==> config.mk <==
export PLATFORM = sky130hd
export DESIGN_NAME = seq_divider
export DESIGN_NICKNAME = d
export VERILOG_FILES = /design/src/rtl/seq_divider.sv
export SDC_FILE = /design/constraint.sdc
export NUM_CORES = 1
export LEC_CHECK = 0
export ABC_CLOCK_PERIOD_IN_PS = 2000
export CAP_MARGIN = 20
export CORE_AREA = 2 2 75 48
export DETAILED_ROUTE_END_ITERATION = 12
export DIE_AREA = 0 0 77 50
export PLACE_DENSITY = 0.72
export SLEW_MARGIN = 20
export SYNTH_ARGS = -nofsm -noshare
export SYNTH_HDL_FRONTEND = slang
export SYNTH_SLANG_ARGS = --single-unit
==> constraint.sdc <==
create_clock -name Clk -period 2 [get_ports Clk]
set_input_delay 0.3 -clock Clk [delete_from_list [all_inputs] [get_ports Clk]]
set_output_delay 0.3 -clock Clk [all_outputs]
set_load 0.02 [all_outputs]
==> src/rtl/seq_divider.sv <==
// Multi-cycle unsigned restoring divider: one quotient bit per clock, with a
// Start/Busy/Done handshake and result registers that hold until the next completion.
module seq_divider #(
    parameter int WIDTH = 4
) (
    input  logic             Clk,
    input  logic             Reset,
    input  logic             Start,
    input  logic [WIDTH-1:0] A,
    input  logic [WIDTH-1:0] B,
    output logic             Busy,
    output logic             Done,
    output logic [WIDTH-1:0] Quotient,
    output logic [WIDTH-1:0] Remainder,
    output logic             DivByZero
);

    localparam int CW = (WIDTH > 2) ? $clog2(WIDTH) : 1;

    typedef enum logic [1:0] {
        IDLE = 2'd0,
        RUN  = 2'd1,
        FIN  = 2'd2
    } state_t;

    state_t           state_r, state_s;
    logic [WIDTH-1:0] dividend_r, dividend_s;
    logic [WIDTH-1:0] divisor_r, divisor_s;
    logic [WIDTH:0]   prem_r, prem_s;
    logic [WIDTH-1:0] quot_r, quot_s;
    logic [CW-1:0]    cnt_r, cnt_s;
    logic [WIDTH-1:0] q_out_s, r_out_s;
    logic             dbz_s, busy_s, done_s;
    logic [WIDTH:0]   shifted_s, diff_s;

    // Trial subtraction in WIDTH+1 bits; the MSB of the result is the borrow.
    function automatic logic [WIDTH:0] trial_sub(input logic [WIDTH:0] p,
                                                 input logic [WIDTH-1:0] d);
        trial_sub = p - {1'b0, d};
    endfunction

    // Next-state, datapath and next-output logic.
    always_comb begin
        state_s    = state_r;
        dividend_s = dividend_r;
        divisor_s  = divisor_r;
        prem_s     = prem_r;
        quot_s     = quot_r;
        cnt_s      = cnt_r;
        q_out_s    = Quotient;
        r_out_s    = Remainder;
        dbz_s      = DivByZero;
        shifted_s  = {prem_r[WIDTH-1:0], dividend_r[WIDTH-1]};
        diff_s     = trial_sub(shifted_s, divisor_r);

        case (state_r)
            IDLE, FIN: begin
                if (Start) begin
                    dividend_s = A;
                    divisor_s  = B;
                    prem_s     = '0;
                    quot_s     = '0;
                    cnt_s      = CW'(WIDTH - 1);
                    if (B != '0) begin
                        state_s = RUN;
                    end else begin
                        state_s = FIN;
                        q_out_s = '1;
                        r_out_s = A;
                        dbz_s   = 1'b1;
                    end
                end else begin
                    state_s = IDLE;
                end
            end
            RUN: begin
                dividend_s = {dividend_r[WIDTH-2:0], 1'b0};
                if (diff_s[WIDTH] == 1'b0) begin
                    prem_s = diff_s;
                    quot_s = {quot_r[WIDTH-2:0], 1'b1};
                end else begin
                    prem_s = shifted_s;
                    quot_s = {quot_r[WIDTH-2:0], 1'b0};
                end
                cnt_s = cnt_r - CW'(1);
                if (cnt_r == '0) begin
                    q_out_s = quot_s;
                    r_out_s = prem_s[WIDTH-1:0];
                    dbz_s   = 1'b0;
                    state_s = FIN;
                end else begin
                    state_s = RUN;
                end
            end
            default: begin
                state_s = IDLE;
            end
        endcase

        busy_s = (state_s == RUN);
        done_s = (state_s == FIN);
    end

    // State, working registers and registered outputs.
    always_ff @(posedge Clk) begin
        if (Reset) begin
            state_r    <= IDLE;
            dividend_r <= '0;
            divisor_r  <= '0;
            prem_r     <= '0;
            quot_r     <= '0;
            cnt_r      <= '0;
            Quotient   <= '0;
            Remainder  <= '0;
            DivByZero  <= 1'b0;
            Busy       <= 1'b0;
            Done       <= 1'b0;
        end else begin
            state_r    <= state_s;
            dividend_r <= dividend_s;
            divisor_r  <= divisor_s;
            prem_r     <= prem_s;
            quot_r     <= quot_s;
            cnt_r      <= cnt_s;
            Quotient   <= q_out_s;
            Remainder  <= r_out_s;
            DivByZero  <= dbz_s;
            Busy       <= busy_s;
            Done       <= done_s;
        end
    end

endmodule

==> impl_metrics.yaml <==
outcome:
  status: "finished with violations"
  violations: "setup timing"
setup_path:
  r2r-start: "dividend_r[3]"
  cp_cell_sequence: "inv_2 > ha_4 > fa_2 > nand2b_4 > a21oi_4 > xnor2_2 > mux2_4 > a311oi_2"
  crit_fanout: 2
  critical_path.max_stage_delay_ns: 0.34
  cp-end-kind: "flop"
  crit_start: "dividend_r[3]"
  start_kind: "flop"
  cp.required_ns: 2.20
  crit_slowest_cell: "fa_2"
  crit_type: "reg2reg"
  cp.arrival_ns: 2.25
pwr:
  ir_worst_vdd_v: 0.000449
  swShare_pct: 29.0
  intPower_w: 0.00111
  combPwrFrac_pct: 25.3
  seqPwrFrac_pct: 43.0
  switchingPower_w: 0.000455
  total_power_w: 0.00157
  p_per_area_nw_per_um2: 862
  clockPowerShare_pct: 31.8
  total_leakage_power_nw: 0.690
routing:
  first_pass_iters: 4
  drc: 0
  drt-total-wl_mm: 3.12
  dr.first_iter.drc_count: 64
  dr_total_vias: 1166
  ant_nets: 0
  wl_per_cell_um: 13.5
  via_per_inst: 5.05
floorplanning:
  die_height_um: 50
  start_util_pct: 43.4
  core_um2: 3160
  dieWidth_um: 77
  fp-row-count: 16
  die_area_um2: 3850
  ios: 22
sta:
  finalCriticalPeriod_ns: 2.05
  skew_ns: 0.00444
  worstMarginPinSlew_ns: 0.790
  slew_violations: 0
  hold_viol: 0
  max_clock_freq_mhz: 487
  finalSetupTns_ns: -0.152
  rsz0062_at_grt: "yes"
  setup_ws_ns: -0.0548
  slew_headroom_pct: 47.1
  setup_viol: 5
  fin_crit_sh_pct: 103
synth:
  synth_seq_area_share_pct: 43.8
  syn_inst: 155
  synth_top_cell_area_share_pct: 43.8
  synth.avg_cell_area_um2: 8.85
  syn_nets: 172
  synth_compound_area_share_pct: 19.2
  synth_top_family_by_area: "simple AND/OR/NAND/NOR gates"
  synthAdderAreaFrac_pct: 6.02
  synth_xor_area_share_pct: 1.82
  yosys.cell_types.count: 33
  synthMuxAreaShare_pct: 4.01
  async_flop_share_pct: 0
  ys_top_cells_by_area: "dfxtp_1, nor2_1, nand2_1"
  yosys_most_used_dff: "dfxtp_1"
  synth.ff_latch_count: 30
  synth_edf_count: 0
  yosysWarnings: 0
  synth_area_um2: 1370
  yosys.area_share.simple_pct: 19.8
  yosys.area.top_type: "dfxtp_1"
layout:
  multi_input_area_um2: 748
  nets: 202
  ff_latch_area_um2: 602
  finalInstanceArea_um2: 1820
  fillers: 300
  syn2layout_area_growth_pct: 32.8
  drive_gt1_share_pct: 19.4
  postLayoutCoreUtil_pct: 57.6
  n_antenna_cell: 0
global_routing:
  antenna_found_initial: 0
  grt_pass1_vias: 1114
  grt_usage_pct: 18.0
  globalRouteOverflowTotal: 0
  grt_pass1_wl_mm: 5.29
  grt_max_degree: 31
flow_run:
  drv_cap: 0
place:
  place_ws_ns: -0.108
  gp_congestion: 0.809
  portBuffers: 21
  placed_area_um2: 1650
  dp_hpwl_mm: 2.19
clock_network:
  numCtsBuffers: 5
  cts_max_path_buffers: 2
  clock_latency_ns: 0.28
  clock-sinks: 30
  cts_hold_buf: 0
  cts_tree: "done"
  clkTransAtPathRegs_ns: 0.06
  h-tree-depth: 2
  cts.root.buffer_cell: "clkbuf_8"
worst_hold_path:
  min_from: "DivByZero"
  hold_path_class: "reg2reg"
==> layout by cell type (no fill, tap or decap), types with 4 or more instances in the layout <==
master,n
a21oi_1,14
clkbuf_8,6
inv_1,6
a22oi_1,5
nand2_1,22
ha_1,4
nand2b_1,4
dfxtp_1,29
nor2_1,26
buf_4,10
clkdlybuf4s50_1,21
==> timing repair <==
item / CTS / global route
resized for setup: 6 / 3
buffers inserted: 2 / 3
hold endpoints to repair: 0 / 0
pin swaps: 3 / 2
endpoints found under the setup margin: 6 / 8
==> cell usage after synthesis, types with 3 or more instances <==
library cell / n
a311oi_2: 3
a21oi_1: 14
nor2_1: 26
nand2_1: 22
ha_1: 5
mux2i_1: 4
nand2b_1: 4
a211oi_1: 3
a22oi_1: 6
inv_1: 7
clkbuf_1: 5
a221oi_1: 3
dfxtp_1: 30
==> power by group through the flow <==
| stage | clock network (W) | registers, W | logic (W) |
|---|---|---|---|
| 6_report | 0.000498 | 0.000674 | 0.000397 |
| 5_1_grt | 0.000538 | 0.000680 | 0.000434 |
| 4_1_cts | 0.000503 | 0.000673 | 0.000364 |
| 3_5_place_dp | 0 | 0.000684 | 0.000345 |
| 3_3_place_gp | 0 | 0.000682 | 0.000334 |
| 2_1_floorplan | 0 | 0.000703 | 0.000211 |
==> flip-flops by register name, indices dropped and copies added (netlist names), 2 cells and up <==
signal      cells
dividend_r      4
divisor_r       4
Quotient        4
Remainder       4
quot_r          3
prem_r          4
cnt_r           2
state_r         2
==> metrics by stage <==
stage,cells,hold WS (ns)
6_report,231,0.458
5_1_grt,231,0.486
4_1_cts,228,0.459
3_5_place_dp,218,0.450
3_3_place_gp,218,0.446
2_1_floorplan,155,0.436
==> final timing paths <==
path	endpoint	slack [ns]	cells after the start
max reg2reg	Remainder[2]	-0.05	8
min	DivByZero	0.46	2
min reg2reg	DivByZero	0.46	2
max	Remainder[2]	-0.05	8
==> metal layers <==
metal	routed length (um)	global-route usage, %
met3	142	5.31
met2	1480	28.9
met4	44	7.14
met1	1450	22.8
met5	0	0
==> worst max-delay path, delay by kind of cell (launching register included) <==
family | cells | cell delay, ns
AO/OA/AOI/OAI | 2 | 0.44
AND/OR/NAND/NOR | 1 | 0.16
adder cells (fa/ha/maj) | 2 | 0.50
multiplexers | 1 | 0.33
XOR/XNOR | 1 | 0.16
flip-flops | 1 | 0.33
buffers and inverters | 1 | 0.05
==> final cells by class <==
| cell class | count | area share (%) |
|---|---|---|
| Timing Repair Buffer | 32 | 16.3 |
| Clock buffer | 7 | 4.74 |
| Tap cell | 45 | 3.09 |
| Clock inverter | 1 | 0.275 |
| Multi-Input combinational cell | 109 | 41.1 |
| Sequential cell | 30 | 33.1 |
| Inverter | 7 | 1.44 |
==> kinds of logic after synthesis <==
logic type               after synthesis
multiplexers                           5
AND/OR/NAND/NOR                       61
adder cells (fa/ha/maj)                6
buffers and inverters                 16
AO/OA/AOI/OAI                         35
flip-flops                            30
XOR/XNOR                               2
No activity file was read; power rests on OpenSTA's default activity.
